## src/rtl/midi_note_rx_if.sv

```systemverilog
// Output bundle of the MIDI receiver.
//   rx_byte       last good byte, held until the next good frame
//   rx_byte_valid one-cycle pulse per good frame
//   framing_err   one-cycle pulse when a stop bit samples low
//   note          current note number
//   velocity      velocity of the current note
//   gate          high while the current note is held
//   note_valid    one-cycle pulse when a note-on updates note/velocity/gate
// master: driven by midi_note_rx; slave: consumer side.
interface midi_note_rx_if;
  logic [7:0] rx_byte;
  logic       rx_byte_valid;
  logic       framing_err;
  logic [6:0] note;
  logic [6:0] velocity;
  logic       gate;
  logic       note_valid;

  modport master (
    output rx_byte, rx_byte_valid, framing_err, note, velocity, gate, note_valid
  );

  modport slave (
    input rx_byte, rx_byte_valid, framing_err, note, velocity, gate, note_valid
  );
endinterface

```

## src/rtl/midi_note_rx.sv

```systemverilog
// Serial MIDI receiver (8N1 UART) with a channel-voice parser that tracks the
// sounding note, its velocity and a gate.
//   clk_i   system clock
//   rst_i   synchronous reset, active-high
//   rx_i    asynchronous serial line, idle high
//   out_if  byte stream, framing error and note/velocity/gate outputs
module midi_note_rx #(
  parameter int unsigned CLKSPEED = 48_000_000,
  parameter int unsigned BAUD     = 31_250,
  parameter int unsigned CHANNEL  = 0,
  parameter bit          OMNI     = 1'b0
) (
  input  logic           clk_i,
  input  logic           rst_i,
  input  logic           rx_i,
  midi_note_rx_if.master out_if
);

  localparam int unsigned ClksPerBit = CLKSPEED / BAUD;
  localparam int unsigned HalfBit    = ClksPerBit / 2;
  localparam int unsigned CntW       = $clog2(ClksPerBit + 1);
  localparam logic [CntW-1:0] BitLast  = CntW'(ClksPerBit - 1);
  localparam logic [CntW-1:0] HalfLast = CntW'(HalfBit - 1);

  typedef enum logic [2:0] {StIdle, StStart, StData, StStop, StWaitHigh} uart_state_e;

  // Synchronizer resets high so a reset never looks like a start bit.
  logic rx_meta_q, rx_sync_q;

  uart_state_e     state_q, state_d;
  logic [CntW-1:0] cnt_q, cnt_d;
  logic [2:0]      bit_q, bit_d;
  logic [7:0]      shift_q, shift_d;
  logic [7:0]      byte_q, byte_d;
  logic            bv_q, bv_d;
  logic            fe_q, fe_d;

  // Parser state; status_q[7] = 0 means no running status.
  logic [7:0] status_q, status_d;
  logic       dcnt_q, dcnt_d;
  logic [6:0] d1_q, d1_d;
  logic [6:0] note_q, note_d;
  logic [6:0] vel_q, vel_d;
  logic       gate_q, gate_d;
  logic       nv_q, nv_d;

  logic       need_two, chan_ok;
  logic [6:0] msg_d1, msg_d2;

  always_ff @(posedge clk_i) begin
    if (rst_i) begin
      rx_meta_q <= 1'b1;
      rx_sync_q <= 1'b1;
      state_q   <= StIdle;
      cnt_q     <= '0;
      bit_q     <= '0;
      shift_q   <= '0;
      byte_q    <= '0;
      bv_q      <= 1'b0;
      fe_q      <= 1'b0;
      status_q  <= '0;
      dcnt_q    <= 1'b0;
      d1_q      <= '0;
      note_q    <= '0;
      vel_q     <= '0;
      gate_q    <= 1'b0;
      nv_q      <= 1'b0;
    end else begin
      rx_meta_q <= rx_i;
      rx_sync_q <= rx_meta_q;
      state_q   <= state_d;
      cnt_q     <= cnt_d;
      bit_q     <= bit_d;
      shift_q   <= shift_d;
      byte_q    <= byte_d;
      bv_q      <= bv_d;
      fe_q      <= fe_d;
      status_q  <= status_d;
      dcnt_q    <= dcnt_d;
      d1_q      <= d1_d;
      note_q    <= note_d;
      vel_q     <= vel_d;
      gate_q    <= gate_d;
      nv_q      <= nv_d;
    end
  end

  // UART receive FSM
  always_comb begin
    state_d = state_q;
    cnt_d   = cnt_q;
    bit_d   = bit_q;
    shift_d = shift_q;
    byte_d  = byte_q;
    bv_d    = 1'b0;
    fe_d    = 1'b0;
    unique case (state_q)
      StIdle: begin
        if (!rx_sync_q) begin
          state_d = StStart;
          cnt_d   = '0;
        end
      end
      StStart: begin
        if (cnt_q == HalfLast) begin
          cnt_d   = '0;
          bit_d   = '0;
          state_d = rx_sync_q ? StIdle : StData;
        end else begin
          cnt_d = cnt_q + CntW'(1);
        end
      end
      StData: begin
        if (cnt_q == BitLast) begin
          cnt_d   = '0;
          shift_d = {rx_sync_q, shift_q[7:1]};
          bit_d   = bit_q + 3'd1;
          if (bit_q == 3'd7) state_d = StStop;
        end else begin
          cnt_d = cnt_q + CntW'(1);
        end
      end
      StStop: begin
        if (cnt_q == BitLast) begin
          cnt_d = '0;
          if (rx_sync_q) begin
            byte_d  = shift_q;
            bv_d    = 1'b1;
            state_d = StIdle;
          end else begin
            fe_d    = 1'b1;
            state_d = StWaitHigh;
          end
        end else begin
          cnt_d = cnt_q + CntW'(1);
        end
      end
      StWaitHigh: begin
        if (rx_sync_q) state_d = StIdle;
      end
      default: state_d = StIdle;
    endcase
  end

  // Program change and channel pressure carry a single data byte.
  assign need_two = (status_q[7:4] != 4'hC) && (status_q[7:4] != 4'hD);
  assign chan_ok  = OMNI || (status_q[3:0] == 4'(CHANNEL));

  // Message parser, advanced once per received byte
  always_comb begin
    status_d = status_q;
    dcnt_d   = dcnt_q;
    d1_d     = d1_q;
    note_d   = note_q;
    vel_d    = vel_q;
    gate_d   = gate_q;
    nv_d     = 1'b0;
    msg_d1   = need_two ? d1_q : byte_q[6:0];
    msg_d2   = byte_q[6:0];
    if (bv_q) begin
      if (byte_q >= 8'hF8) begin
        // realtime: transparent to running status
      end else if (byte_q[7:4] == 4'hF) begin
        status_d = '0;
        dcnt_d   = 1'b0;
      end else if (byte_q[7]) begin
        status_d = byte_q;
        dcnt_d   = 1'b0;
      end else if (status_q[7]) begin
        if (need_two && !dcnt_q) begin
          d1_d   = byte_q[6:0];
          dcnt_d = 1'b1;
        end else begin
          dcnt_d = 1'b0;
          if (chan_ok) begin
            if (status_q[7:4] == 4'h9 && msg_d2 != 7'd0) begin
              note_d = msg_d1;
              vel_d  = msg_d2;
              gate_d = 1'b1;
              nv_d   = 1'b1;
            end else if ((status_q[7:4] == 4'h8 || status_q[7:4] == 4'h9) &&
                         msg_d1 == note_q) begin
              gate_d = 1'b0;
            end
          end
        end
      end
    end
  end

  assign out_if.rx_byte       = byte_q;
  assign out_if.rx_byte_valid = bv_q;
  assign out_if.framing_err   = fe_q;
  assign out_if.note          = note_q;
  assign out_if.velocity      = vel_q;
  assign out_if.gate          = gate_q;
  assign out_if.note_valid    = nv_q;

endmodule

```

## src/flat_wrapper.sv

```systemverilog
// flat-port wrapper written by rule: the top's interface ports become plain ports
module midi_note_rx_flat 
#(
  parameter int unsigned CLKSPEED = 48_000_000,
  parameter int unsigned BAUD     = 31_250,
  parameter int unsigned CHANNEL  = 0,
  parameter bit          OMNI     = 1'b0
)
  (clk_i, rst_i, rx_i, out_if_rx_byte, out_if_rx_byte_valid, out_if_framing_err, out_if_note, out_if_velocity, out_if_gate, out_if_note_valid);
  midi_note_rx_if out_if_i ();
  input  logic clk_i;
  input  logic rst_i;
  input  logic rx_i;
  output wire logic [$bits(out_if_i.rx_byte)-1:0] out_if_rx_byte;
  output wire logic [$bits(out_if_i.rx_byte_valid)-1:0] out_if_rx_byte_valid;
  output wire logic [$bits(out_if_i.framing_err)-1:0] out_if_framing_err;
  output wire logic [$bits(out_if_i.note)-1:0] out_if_note;
  output wire logic [$bits(out_if_i.velocity)-1:0] out_if_velocity;
  output wire logic [$bits(out_if_i.gate)-1:0] out_if_gate;
  output wire logic [$bits(out_if_i.note_valid)-1:0] out_if_note_valid;
  assign out_if_rx_byte = out_if_i.rx_byte;
  assign out_if_rx_byte_valid = out_if_i.rx_byte_valid;
  assign out_if_framing_err = out_if_i.framing_err;
  assign out_if_note = out_if_i.note;
  assign out_if_velocity = out_if_i.velocity;
  assign out_if_gate = out_if_i.gate;
  assign out_if_note_valid = out_if_i.note_valid;
  midi_note_rx #(.CLKSPEED(CLKSPEED), .BAUD(BAUD), .CHANNEL(CHANNEL), .OMNI(OMNI)) u_core (.clk_i(clk_i), .rst_i(rst_i), .rx_i(rx_i), .out_if(out_if_i));
endmodule
```

## config.mk

```make
export PLATFORM = sky130hd
export DESIGN_NAME = midi_note_rx_flat
export DESIGN_NICKNAME = d
export VERILOG_FILES = /design/src/rtl/midi_note_rx_if.sv /design/src/rtl/midi_note_rx.sv /design/src/flat_wrapper.sv
export SDC_FILE = /design/constraint.sdc
export NUM_CORES = 1
export LEC_CHECK = 0
export BUFFER_PORTS_ARGS = -buffer_cell sky130_fd_sc_hd__buf_4
export CAP_MARGIN = 30
export CORE_UTILIZATION = 25
export DETAILED_ROUTE_END_ITERATION = 10
export SYNTH_ARGS = -nofsm -noshare
export SYNTH_HDL_FRONTEND = slang
export SYNTH_SLANG_ARGS = --single-unit
```

## constraint.sdc

```tcl
create_clock -name clk_i -period 2.07 [get_ports clk_i]
set_input_delay 0.414 -clock clk_i [delete_from_list [all_inputs] [get_ports clk_i]]
set_output_delay 0.414 -clock clk_i [all_outputs]
set_load 0.05 [all_outputs]
```

# After elaboration in Yosys (flattened, before gate mapping)
# Cells that the tools add are included.
# totals
ff_bits,69
rom_bits,0
elab_cells,102
mem_bits_rw,0
latchBits,0
mem_count,0
output_inout_bits,26
in_bits,3
# op_classes
shift,0
add_sub_neg,2
n_eq_ne,19
div,0
mul,0
reduce_logical,27
mux,28
n_bitwise,9
n_lt_le_gt_ge,1
# ops
cell,count
$mux 11,3
$pmux 11 s3,1
$mux 3,9
$mux 8,2
$reduce_and 8->1,2
$pmux 3 s5,1
$eq 4x4->1 const B,3
$reduce_and 3->1,4
$reduce_and 6->1,2
$add 11x1->11 const B,1
$eq 11x10->1 const B,1
$eq 11x11->1 const B,1
$ne 2x1->1 const B,5
$mux 1,9
$not 1->1,9
$ge 8x8->1 const B,1
$ne 4x4->1 const B,2
$reduce_or 8->1,1
$eq 7x7->1,1
$mux 7,1
$reduce_bool 7->1,1
$eq 3x2->1 const B,2
$eq 3x3->1 const B,2
$pmux 3 s2,1
14 further kinds,21

# Depth between registers and ports, before layout
# logic_depth
depth_word,7
depth_mapped,7
depth_no_buf,6

# Least setup slack after synthesis
# OpenSTA, ideal clock, no wires.
# synth_path
path_type,reg-to-reg
start,register u_core.byte_q[3] (netlist: u_core.out_if.rx_byte[3])
end,register u_core.gate_q (netlist: u_core.out_if.gate)
arrival_time_ns,1.911
path_stages_with_launch,7
required_ns,1.955
path_slack_ns,0.044
setup_ns,0.115
path_cell_list,dfxtp_1 -> clkbuf_1 -> xor2_1 -> or4_1 -> nor3_1 -> o211ai_1 -> o21a_1
# synth_via
elab_chain_len,5
elab_cells_between_ends,10
# synth_rtl
item,line_no,rtl
start: declaration,midi_note_rx.sv:34,"logic [7:0] byte_q, byte_d;"
start signal: assignment,midi_note_rx.sv:75,byte_q <= byte_d;
branches (longest 5 deep; another with $ge 8x8->1),--,
end signal: assignment,midi_note_rx.sv:83,gate_q <= gate_d;
end: declaration,midi_note_rx.sv:44,"logic gate_q, gate_d;"
# Several ways; the timed one is not identified.
# A chain may end at the register's enable or synchronous reset.

# Final worst setup path
# layout_path
start,register u_core.cnt_q[10]
end,register u_core.cnt_q[10]
# layout_via
elab_chain_len,3
elab_cells_between_ends,6
# layout_rtl
item,line_no,rtl
start: declaration,midi_note_rx.sv:31,"logic [CntW-1:0] cnt_q, cnt_d;"
start signal: assignment,midi_note_rx.sv:72,cnt_q <= cnt_d;
"$add 11x1->11, or another cell as far along","midi_note_rx.sv:110, midi_note_rx.sv:120, midi_note_rx.sv:135",
"$mux 11, on equally long branches","midi_note_rx.sv:114, midi_note_rx.sv:124, midi_note_rx.sv:105",
$pmux 11 s3 (*),midi_note_rx.sv:97,unique case (state_q)
# Every way passes the cells marked *; elsewhere a longest branch is shown, timed or not.

==> impl_results.rst <==
.. list-table::
   :header-rows: 1

   * - Metric
     - Value
   * - Run status
     - finished with violations
   * - Violated checks
     - DRC
   * - Gate count after technology mapping
     - 350
   * - Global-route wire length before repair
     - 12,000 um
   * - Clock slew at the register clock pins of the worst setup and hold paths
     - 0.05 ns
   * - CTS H-tree depth
     - 3
   * - Total count of max-transition violations in the final report
     - 0
   * - Leakage Power
     - 1.48 nW
   * - Horizontal die dimension
     - 112 um
   * - Final setup violation count
     - 0
   * - NumNets Final
     - 395
   * - Worst hold path cell count
     - 2
   * - Min-delay src
     - rx_i
   * - Count of endpoints failing hold in the final timing report
     - 0
   * - Yosys reg bits
     - 69
   * - Number of buffers inserted during clock tree synthesis
     - 9
   * - Required time of the critical path
     - 2.26 ns
   * - Most frequent cells in the layout
     - sky130_fd_sc_hd__dfxtp_1, sky130_fd_sc_hd__nand2_1, sky130_fd_sc_hd__buf_4, sky130_fd_sc_hd__nor2_1, sky130_fd_sc_hd__a21oi_1
   * - Hold WC Path Type
     - primary input to flop
   * - Vias
     - 2,580
   * - Vias in the first global route
     - 2,394
   * - Final critical path time including I/O delays and setup
     - 1.96 ns
   * - Final period utilization
     - 94.7%
   * - Clock sink count
     - 69
   * - Overall fraction of global-route tracks in use
     - 12.0%
   * - Layout cell share with drive strength beyond 1
     - 20.3%
   * - Distinct cells, synth
     - 48
   * - Hold Buf Count CTS
     - 0
   * - Net count of the mapped netlist
     - 356
   * - Peak VDD IR
     - 0.372 mV
   * - Setup WS post-layout
     - 0.111 ns
   * - CTS max path bufs
     - 2
   * - Initial core utilization
     - 26.0%
   * - Worst hold slack
     - 0.265 ns
   * - Sequential cell area
     - 1380 um^2
   * - Standard cell core area
     - 11,600 um^2
   * - Die height
     - 112 um
   * - CTS Root Buffer Type
     - sky130_fd_sc_hd__clkbuf_16
   * - Combined area of the multi-input logic cells
     - 1530 um^2
   * - Destination of the worst register-to-register timing path
     - u_core.cnt_q[10]
   * - Category of the most critical setup path
     - flop to flop
   * - WL/cell
     - 13.1 um
   * - Setup_tns
     - 0 ns
   * - Residual DRC count
     - 2
   * - Slew headroom
     - 64.9%
   * - Fin cells
     - 537
   * - Register area share after synthesis
     - 45.7%
   * - Worst setup path start
     - u_core.cnt_q[10]
   * - Antenna diodes
     - 0
   * - Number of filler cells placed in the layout
     - 1,197
   * - TritonCTS clock tree
     - yes
   * - Placed insts
     - 519
   * - Placement Rows
     - 39
   * - Achievable frequency
     - 510 MHz
   * - Aggregate routed wire length
     - 7040 um
   * - Number of flops mapped to enable cells by yosys
     - 0
   * - Worst Setup End Kind
     - flop
   * - Post-Synthesis Mean Instance Area
     - 8.64 um^2
   * - Post-detailed-route via-to-cell ratio
     - 4.80
   * - Fraction of registers with async set/reset
     - 0%
   * - Skew-Pair Late Insertion Delay
     - 0.33 ns
   * - Count of port buffers added during placement
     - 28
   * - Maximum net fanout on the critical path
     - 6
   * - Max-cap violations
     - 0
   * - Worst clock skew
     - 0.00642 ns
   * - R2r worst-path depth
     - 5
   * - Initial antenna violation count
     - 0
   * - DP Wirelength
     - 4800 um
   * - Maximum number of pins on one net before global-route repair
     - 52
   * - Power per cell area
     - 773 nW/um^2
   * - Slew @ Worst Pin
     - 0.526 ns
   * - First drt pass iteration count
     - 9
   * - Nature of the critical path startpoint
     - flop
   * - Total power consumption of the routed design
     - 2.92 mW
   * - Hold path endpoint
     - u_core.rx_meta_q
   * - Placer's final routability congestion estimate
     - 0.764
   * - Total standard cell area after synthesis
     - 3020 um^2
   * - Start of the worst register-to-register path
     - u_core.cnt_q[10]
   * - Layout-stage area growth over the synthesis result
     - 24.9%
   * - Flop-to-flop setup slack
     - 0.11 ns
   * - Ys Warns
     - 0
   * - # IOs
     - 29
   * - ANT nets after route
     - 0
   * - CP Data Arrival Time
     - 2.15 ns
   * - Total congestion overflow after global routing
     - 0
   * - Die footprint
     - 12,500 um^2
   * - RSZ-0062 raised after global routing
     - true
   * - Most common library cell in the layout ignoring fill and taps
     - sky130_fd_sc_hd__dfxtp_1
   * - Drt initial violations
     - 176
   * - Post-placement setup slack
     - 0.104 ns
   * - Ys flop type
     - sky130_fd_sc_hd__dfxtp_1
-- where the power goes --
part | internal, mW | switching [mW] | total (mW)
Clock | 0.966 | 0.563 | 1.53
Sequential | 1.33 | 0.00382 | 1.34
Combinational | 0.0161 | 0.0375 | 0.0536
Total | 2.32 | 0.604 | 2.92
-- flip-flops by register name, summed over array words and instances, names as in the netlist --
| signal | count |
|---|---|
| u_core.out_if.rx_byte | 8 |
| u_core.out_if.velocity | 7 |
| u_core.shift_q | 8 |
| u_core.bit_q | 3 |
| u_core.rx_meta_q | 1 |
| u_core.out_if.note_valid | 1 |
| u_core.status_q | 8 |
| u_core.out_if.rx_byte_valid | 1 |
| u_core.cnt_q | 11 |
| u_core.out_if.gate | 1 |
| u_core.d1_q | 7 |
| u_core.state_q | 3 |
| u_core.out_if.note | 7 |
| u_core.rx_sync_q | 1 |
| u_core.out_if.framing_err | 1 |
| u_core.dcnt_q | 1 |
-- cells by family (layout without fill, tap and decap cells) --
kind of cell | Yosys count | in the layout | synth area share [%]
flops | 69 | 69 | 45.7
fa+ha+maj | 3 | 3 | 1.24
compound gates | 69 | 69 | 15.4
mux | 21 | 21 | 7.24
buf+inv | 26 | 70 | 3.60
xor+xnor | 8 | 8 | 2.32
simple gates | 154 | 154 | 24.5
-- timing repair --
item / 4_1_cts / 5_1_grt
setup endpoints to repair: 0 / 21
setup buffers: 0 / 2
gates resized for setup: 0 / 1
-- stage by stage --
step	utilization, %	area (um^2)
after global placement	29.8	3460
after floorplan	-	3020
after detailed placement	29.8	3460
after CTS	32.4	3760
final	32.5	3780
after global routing	32.5	3780
-- metal layers --
layer / GRT usage (%) / part of all wire, %
met1: 15.8 / 50
met2: 18.1 / 44
met3: 3.65 / 4.3
met4: 5.07 / 1.5
met5: 0 / 0
-- worst max-delay path: stages (launching register included) --
cell and delay (ns):
sky130_fd_sc_hd__dfxtp_1 0.35, sky130_fd_sc_hd__or4b_4 0.56, sky130_fd_sc_hd__a2111oi_4 0.44, sky130_fd_sc_hd__nor2_1 0.18, sky130_fd_sc_hd__a31oi_1 0.23, sky130_fd_sc_hd__a311oi_1 0.07
-- final cells by class --
type                            count  share of cell area, %
Timing Repair Buffer               47                   9.34
Sequential cell                    69                   36.6
Clock inverter                      5                   1.59
Clock buffer                       11                   6.43
Tap cell                          143                   4.74
Multi-Input combinational cell    255                   40.6
Inverter                            7                  0.696
-- cell usage after synthesis, drive strengths merged (2+ instances only) --
cell type / n / area share [%]
nand3: 15 / 2.5
and2: 2 / 0.41
a21oi: 29 / 4.8
nor2: 46 / 5.8
nor4: 5 / 1.7
and3: 4 / 0.83
o22ai: 2 / 0.41
a22o: 3 / 0.87
a21o: 2 / 0.50
nor2b: 2 / 0.41
nand4: 2 / 0.41
xor2: 6 / 1.7
or4: 2 / 0.50
nand2b: 6 / 1.2
inv: 7 / 0.87
or3: 2 / 0.41
xnor2: 2 / 0.58
a22oi: 8 / 2.0
a31oi: 3 / 0.62
buf: 5 / 0.99
nand2: 49 / 6.1
nand4b: 3 / 0.87
mux2i: 14 / 4.6
o211ai: 2 / 0.50
a32oi: 2 / 0.58
mux2: 7 / 2.6
o21ai: 5 / 0.83
nor3: 9 / 1.5
clkbuf: 14 / 1.7
a2111oi: 2 / 1.4
a211oi: 6 / 1.5
dfxtp: 69 / 46
nand3b: 2 / 0.50
or2: 3 / 0.62
ha: 3 / 1.2
-- how the worst max path moves through the flow --
| stage | endpoint | slack (ns) | cells past startpoint |
|---|---|---|---|
| after floorplan | u_core.out_if.gate | 0.04 | 6 |
| after global placement | u_core.cnt_q[5] | 0.16 | 5 |
| after detailed placement | u_core.cnt_q[5] | 0.10 | 5 |
| after CTS | u_core.cnt_q[5] | 0.11 | 5 |
| after global routing | u_core.out_if.rx_byte[3] | -0.06 | 6 |
| final | u_core.cnt_q[10] | 0.11 | 5 |
(Power assumes the default switching activity.)
